### config.mk
export PLATFORM = sky130hd
export DESIGN_NAME = tour_cmd_flat
export DESIGN_NICKNAME = d
export VERILOG_FILES = /design/src/rtl/knight_pkg.sv /design/src/rtl/tour_cmd_if.sv /design/src/rtl/tour_cmd_move_decode.sv /design/src/rtl/tour_cmd.sv /design/src/flat_wrapper.sv
export SDC_FILE = /design/constraint.sdc
export NUM_CORES = 1
export LEC_CHECK = 0
export ABC_AREA = 1
export ABC_CLOCK_PERIOD_IN_PS = 1750
export BUFFER_PORTS_ARGS = -buffer_cell sky130_fd_sc_hd__buf_2
export CELL_PAD_IN_SITES_DETAIL_PLACEMENT = 1
export CELL_PAD_IN_SITES_GLOBAL_PLACEMENT = 2
export CORE_ASPECT_RATIO = 1.25
export CORE_MARGIN = 1.5
export CORE_UTILIZATION = 24
export CTS_CLUSTER_SIZE = 24
export DETAILED_ROUTE_END_ITERATION = 10
export PLACE_DENSITY_LB_ADDON = 0.1
export SYNTH_ARGS = -nofsm -noshare
export SYNTH_HDL_FRONTEND = slang
export SYNTH_SLANG_ARGS = --single-unit
### constraint.sdc
create_clock -name clk -period 1.75 [get_ports clk]
set_input_delay 0.0875 -clock clk [delete_from_list [all_inputs] [get_ports clk]]
set_output_delay 0.0875 -clock clk [all_outputs]
set_load 0.05 [all_outputs]
### src/rtl/knight_pkg.sv
// Shared constants and types for the knight's tour command sequencer:
// cmd_proc opcodes, headings, response bytes and the sequencer state encoding.
package knight_pkg;

    localparam int NUM_MOVES = 24;

    localparam logic [3:0] OP_MOVE    = 4'h2;
    localparam logic [3:0] OP_MOVE_FF = 4'h3;

    localparam logic [7:0] HDG_N = 8'h00;
    localparam logic [7:0] HDG_W = 8'h3F;
    localparam logic [7:0] HDG_S = 8'h7F;
    localparam logic [7:0] HDG_E = 8'hBF;

    localparam logic [7:0] RESP_DONE = 8'hA5;
    localparam logic [7:0] RESP_POS  = 8'h5A;

    typedef enum logic [2:0] {
        ST_IDLE,
        ST_LOAD,
        ST_LEG1,
        ST_WAIT1,
        ST_LEG2,
        ST_WAIT2
    } tour_state_t;

    function automatic logic [15:0] mk_cmd(input logic [3:0] op,
                                           input logic [7:0] hdg,
                                           input logic [3:0] sq);
        return {op, hdg, sq};
    endfunction

endpackage

### src/rtl/tour_cmd_if.sv
// Command handshake bundle between a command source (master) and its consumer (slave).
interface tour_cmd_if;

    logic [15:0] cmd;
    logic        cmd_rdy;
    logic        clr_cmd_rdy;

    modport master (output cmd, output cmd_rdy, input  clr_cmd_rdy);
    modport slave  (input  cmd, input  cmd_rdy, output clr_cmd_rdy);

endinterface

### src/rtl/tour_cmd_move_decode.sv
// Turns a one-hot knight move into two cmd_proc commands: a plain first leg
// and a fanfare second leg. Lowest set bit wins; no bit set gives two null moves.
module move_decode
    import knight_pkg::*;
(
    input  logic [7:0]  move,
    output logic [15:0] leg1_cmd,
    output logic [15:0] leg2_cmd
);

    logic [7:0] hdg1, hdg2;
    logic [3:0] sq1, sq2;

    // NOTE: every output gets a default before the case so no latch is inferred.
    always_comb begin
        hdg1 = HDG_N;
        sq1  = 4'd0;
        hdg2 = HDG_N;
        sq2  = 4'd0;
        casez (move)
            8'b???????1: begin hdg1 = HDG_N; sq1 = 4'd2; hdg2 = HDG_W; sq2 = 4'd1; end
            8'b??????10: begin hdg1 = HDG_N; sq1 = 4'd2; hdg2 = HDG_E; sq2 = 4'd1; end
            8'b?????100: begin hdg1 = HDG_W; sq1 = 4'd2; hdg2 = HDG_N; sq2 = 4'd1; end
            8'b????1000: begin hdg1 = HDG_W; sq1 = 4'd2; hdg2 = HDG_S; sq2 = 4'd1; end
            8'b???10000: begin hdg1 = HDG_S; sq1 = 4'd2; hdg2 = HDG_W; sq2 = 4'd1; end
            8'b??100000: begin hdg1 = HDG_S; sq1 = 4'd2; hdg2 = HDG_E; sq2 = 4'd1; end
            8'b?1000000: begin hdg1 = HDG_E; sq1 = 4'd2; hdg2 = HDG_S; sq2 = 4'd1; end
            8'b10000000: begin hdg1 = HDG_E; sq1 = 4'd2; hdg2 = HDG_N; sq2 = 4'd1; end
            default: ;
        endcase
    end

    assign leg1_cmd = mk_cmd(OP_MOVE,    hdg1, sq1);
    assign leg2_cmd = mk_cmd(OP_MOVE_FF, hdg2, sq2);

endmodule

### src/rtl/tour_cmd.sv
// Command mux in front of cmd_proc: passes UART commands through while idle,
// and after tour_go replays the stored knight's tour as pairs of move commands.
module tour_cmd
    import knight_pkg::*;
(
    input  logic        clk,
    input  logic        rst_n,
    input  logic        start_tour,
    input  logic [7:0]  move,
    output logic [4:0]  mv_indx,
    tour_cmd_if.slave   uart,
    tour_cmd_if.master  proc,
    input  logic        send_resp,
    output logic [7:0]  resp
);

    tour_state_t state_q, state_d;
    logic [4:0]  mv_indx_q, mv_indx_d;
    logic [7:0]  move_q, move_d;
    logic [15:0] leg1_cmd, leg2_cmd;
    logic        last_move;

    move_decode u_move_decode (
        .move     (move_q),
        .leg1_cmd (leg1_cmd),
        .leg2_cmd (leg2_cmd)
    );

    assign last_move = (mv_indx_q == 5'(NUM_MOVES - 1));
    assign mv_indx   = mv_indx_q;

    // NOTE: state updates use <= so every flop samples pre-edge values together.
    // NOTE: only control flops live here; all are cleared by the async reset.
    always_ff @(posedge clk or negedge rst_n) begin
        if (!rst_n) begin
            state_q   <= ST_IDLE;
            mv_indx_q <= '0;
            move_q    <= '0;
        end else begin
            state_q   <= state_d;
            mv_indx_q <= mv_indx_d;
            move_q    <= move_d;
        end
    end

    always_comb begin
        state_d          = state_q;
        mv_indx_d        = mv_indx_q;
        move_d           = move_q;
        proc.cmd         = leg1_cmd;
        proc.cmd_rdy     = 1'b0;
        uart.clr_cmd_rdy = 1'b0;
        resp             = RESP_POS;

        unique case (state_q)
            ST_IDLE: begin
                proc.cmd         = uart.cmd;
                proc.cmd_rdy     = uart.cmd_rdy;
                uart.clr_cmd_rdy = proc.clr_cmd_rdy;
                resp             = RESP_DONE;
                if (start_tour) begin
                    mv_indx_d = '0;
                    state_d   = ST_LOAD;
                end
            end
            ST_LOAD: begin
                move_d  = move;
                state_d = ST_LEG1;
            end
            ST_LEG1: begin
                proc.cmd_rdy = 1'b1;
                if (proc.clr_cmd_rdy) state_d = ST_WAIT1;
            end
            ST_WAIT1: begin
                if (send_resp) state_d = ST_LEG2;
            end
            ST_LEG2: begin
                proc.cmd     = leg2_cmd;
                proc.cmd_rdy = 1'b1;
                if (proc.clr_cmd_rdy) state_d = ST_WAIT2;
            end
            ST_WAIT2: begin
                proc.cmd = leg2_cmd;
                resp     = last_move ? RESP_DONE : RESP_POS;
                if (send_resp) begin
                    if (last_move) begin
                        mv_indx_d = '0;
                        state_d   = ST_IDLE;
                    end else begin
                        mv_indx_d = mv_indx_q + 5'd1;
                        state_d   = ST_LOAD;
                    end
                end
            end
            default: state_d = ST_IDLE;
        endcase
    end

endmodule

### src/flat_wrapper.sv
// flat-port wrapper written by rule: the top's interface ports become plain ports
module tour_cmd_flat import knight_pkg::*;
  (clk, rst_n, start_tour, move, mv_indx, send_resp, resp, uart_cmd, uart_cmd_rdy, uart_clr_cmd_rdy, proc_cmd, proc_cmd_rdy, proc_clr_cmd_rdy);
  tour_cmd_if uart_i ();
  tour_cmd_if proc_i ();
  input  logic clk;
  input  logic rst_n;
  input  logic start_tour;
  input  logic [7:0] move;
  output logic [4:0] mv_indx;
  input  logic send_resp;
  output logic [7:0] resp;
  input wire logic [$bits(uart_i.cmd)-1:0] uart_cmd;
  input wire logic [$bits(uart_i.cmd_rdy)-1:0] uart_cmd_rdy;
  output wire logic [$bits(uart_i.clr_cmd_rdy)-1:0] uart_clr_cmd_rdy;
  output wire logic [$bits(proc_i.cmd)-1:0] proc_cmd;
  output wire logic [$bits(proc_i.cmd_rdy)-1:0] proc_cmd_rdy;
  input wire logic [$bits(proc_i.clr_cmd_rdy)-1:0] proc_clr_cmd_rdy;
  assign uart_i.cmd = uart_cmd;
  assign uart_i.cmd_rdy = uart_cmd_rdy;
  assign uart_clr_cmd_rdy = uart_i.clr_cmd_rdy;
  assign proc_cmd = proc_i.cmd;
  assign proc_cmd_rdy = proc_i.cmd_rdy;
  assign proc_i.clr_cmd_rdy = proc_clr_cmd_rdy;
  tour_cmd u_core (.clk(clk), .rst_n(rst_n), .start_tour(start_tour), .move(move), .mv_indx(mv_indx), .uart(uart_i), .proc(proc_i), .send_resp(send_resp), .resp(resp));
endmodule
==> results.cfg <==
[status]
status = finished clean

[cells_and_area]
area_growth_syn_to_layout_pct = 54.00
fill_cells = 665
fin_nets = 307
layout_commonest_cell = nand2_1
diodes = 0
mostFrequentLayoutCells = 51 x nand2_1, 48 x buf_2, 34 x nor2_1
layout-drive-gt1-share_pct = 38.55
layout.cells.non_filler = 337

[timing]
whs_ns = 0.08871
fin_crit_sh_pct = 95.39
finalSetupViolations = 0
tightest_slew_ns = 0.3959
post-route-min-period_ns = 1.669
rsz0062_at_grt = true
relSlewSlack_pct = 73.61
timing.fmax_ghz = 0.5990
drv_slew = 0
skew_ns = 0.006075
hold_violations = 0

[global_routing]
use_met3_pct = 1.619
gr-max-usage-layer = met2
grt_pass1_vias = 1409
grt_pass1_wl_um = 6341
grt_overflow = 0
grt_util_met2_pct = 26.38
antenna_found_initial = 0
grt_start_max_net_pins = 18
met1_usage_pct = 16.62
grt_use_total_pct = 14.04

[placement]
hpwl_um = 3081
place.gp.congestion = 0.7700
port_buffers = 60
dp.cells = 320

[route]
ant_nets = 0
drc = 0
via_per_inst = 4.401
drtIter0Drc = 27
postRouteWirelength_um = 3870
wire_per_inst_um = 11.48
dr_total_vias = 1483
dr.pass1.iters = 3

[synthesis]
muxShareOfSynthArea_pct = 0
synth_top_family_by_area = simple AND/OR/NAND/NOR gates
syn_avg_cell_area_um2 = 6.164
netlist_area_um2 = 1251
yosys_warnings = 0
synth-adder-area-share_pct = 1.000
ys_ff_latch = 16
synth_compound_area_share_pct = 8.000
seq_area_frac_synth_pct = 32.00
netlist_top_cells_area = dfrtp_1 32%, nand2_1 17%, nor2_1 11%, inv_1 9.6%, nand3_1 5.2%
synth_fp_nets = 234
synth-xor-area-share_pct = 0.7000
synthSimpleGateAreaFrac_pct = 42.90
netlist_instances = 203
synth.top_cell.area_share_pct = 32.00
synth_top_area_cell = dfrtp_1
ys_types = 23

[die]
rows = 29
core-area_um2 = 5044
die_y_um = 83.73
die_area_um2 = 5658
ioPinCount = 61
start_util_pct = 24.81
die_x_um = 67.58

[clock_tree]
clkTransAtPathRegs_ns = 0.07
cts_tree = built
clock_latency_ns = 0.24
cts_root_buf = clkbuf_8
cts_max_level = 1
cts_made_buffers = 3
clock_sinks = 16
clockBufferDepth = 2

[worst_setup_path]
crit_fanout = 6
ff2ff_path_depth = 6
crit_arrival_ns = 1.58
max_stage_delay_ns = 0.40
crit_path_end_kind = primary output
slowest_stage = dfrtp_1
critPathKind = register to primary output
path_cells = buf_4, inv_1, nor2_4, nand2_4, nand2_8, clkinvlp_4, buf_8
critical_path_required_ns = 1.66
worstSetupStartpointType = register

[flow_run]
maxCapViolations = 0

[hold_path]
min_path_cells = 3
hp-class = primary input to register
==> metal layers <==
metal	up-vias	wire length (µm)
met4	0	15
met1	690	1568
met3	2	180
met5	-	0
met2	33	2105
li1	758	-
==> synthesized netlist by cell type <==
cell / count
nand3_1: 13
buf_1: 1
nand4_1: 7
dfrtp_1: 16
buf_2: 1
a21oi_1: 9
o21ai_1: 5
xnor2_1: 1
ha_1: 1
buf_4: 8
inv_1: 32
o21a_1: 1
or2_1: 2
nor2_4: 1
nand2_1: 56
a21boi_0: 1
nor2_2: 2
nor2_1: 37
o21ai_0: 3
or2_2: 1
nand2_2: 3
inv_2: 1
nand3_4: 1
==> critical path: cells and delay by family, from the launching register on <==
family,cells,cell delay [ns]
and+or+nand+nor,3,0.33
buffers and inverters,4,0.60
DFF,1,0.40
==> cells by family after synthesis <==
family / after synthesis
buffers and inverters: 43
xor gates and xnor gates: 1
adders and majority gates: 1
DFF: 16
and+or+nand+nor: 123
AOI/OAI and AO/OA: 19
==> per-stage QoR <==
stage                     setup slack (ns)  util [%]  setup TNS, ns  cell area [µm²]
after floorplan                   -0.05678         -        -0.1703             1314
after global placement              0.1739     32.47              0             1638
after detailed placement            0.1454     32.47              0             1638
after CTS                         0.005102     34.73              0             1752
after global routing              -0.02363     38.20       -0.07028             1927
final                              0.08068     38.20              0             1927
==> worst paths after layout <==
kind,from,endpoint,slack [ns]
worst max-delay path,u_core.state_q[0],resp[2],0.08
worst min-delay path,move[5],u_core.move_q[5],0.09
worst max register to register,u_core.state_q[1],u_core.state_q[1],0.35
worst min register to register,u_core.move_q[4],u_core.move_q[4],0.54
max in group asynchronous,rst_n,u_core.state_q[1],1.14
min in group asynchronous,rst_n,u_core.mv_indx[0],0.30
==> timing repair <==
| action | 4_1_cts | 5_1_grt |
|---|---|---|
| hold buffers | 1 | 0 |
| setup endpoints to repair | 16 | 18 |
| setup buffers | 0 | 13 |
| gates resized for setup | 18 | 33 |
| hold endpoints to repair | 16 | 0 |
| pin swaps | 1 | 5 |
==> state kept, by name (all words and copies together), names as in the netlist <==
register and count:
u_core.move_q 8, u_core.mv_indx 5, u_core.state_q 3
==> layout make-up <==
cell class                 instances  area, µm²  share of cell area (%)
multi-input combinational        144      743.2                   38.57
tap                               62      77.57                   4.026
clock buffer                       4      45.04                   2.338
timing repair buffer              78      524.3                   27.21
sequential                        16      406.6                   21.10
inverter                          33      130.1                   6.753
Power is not shown: default switching activity piles up to over one toggle a cycle in this logic, so the estimate is an artifact.
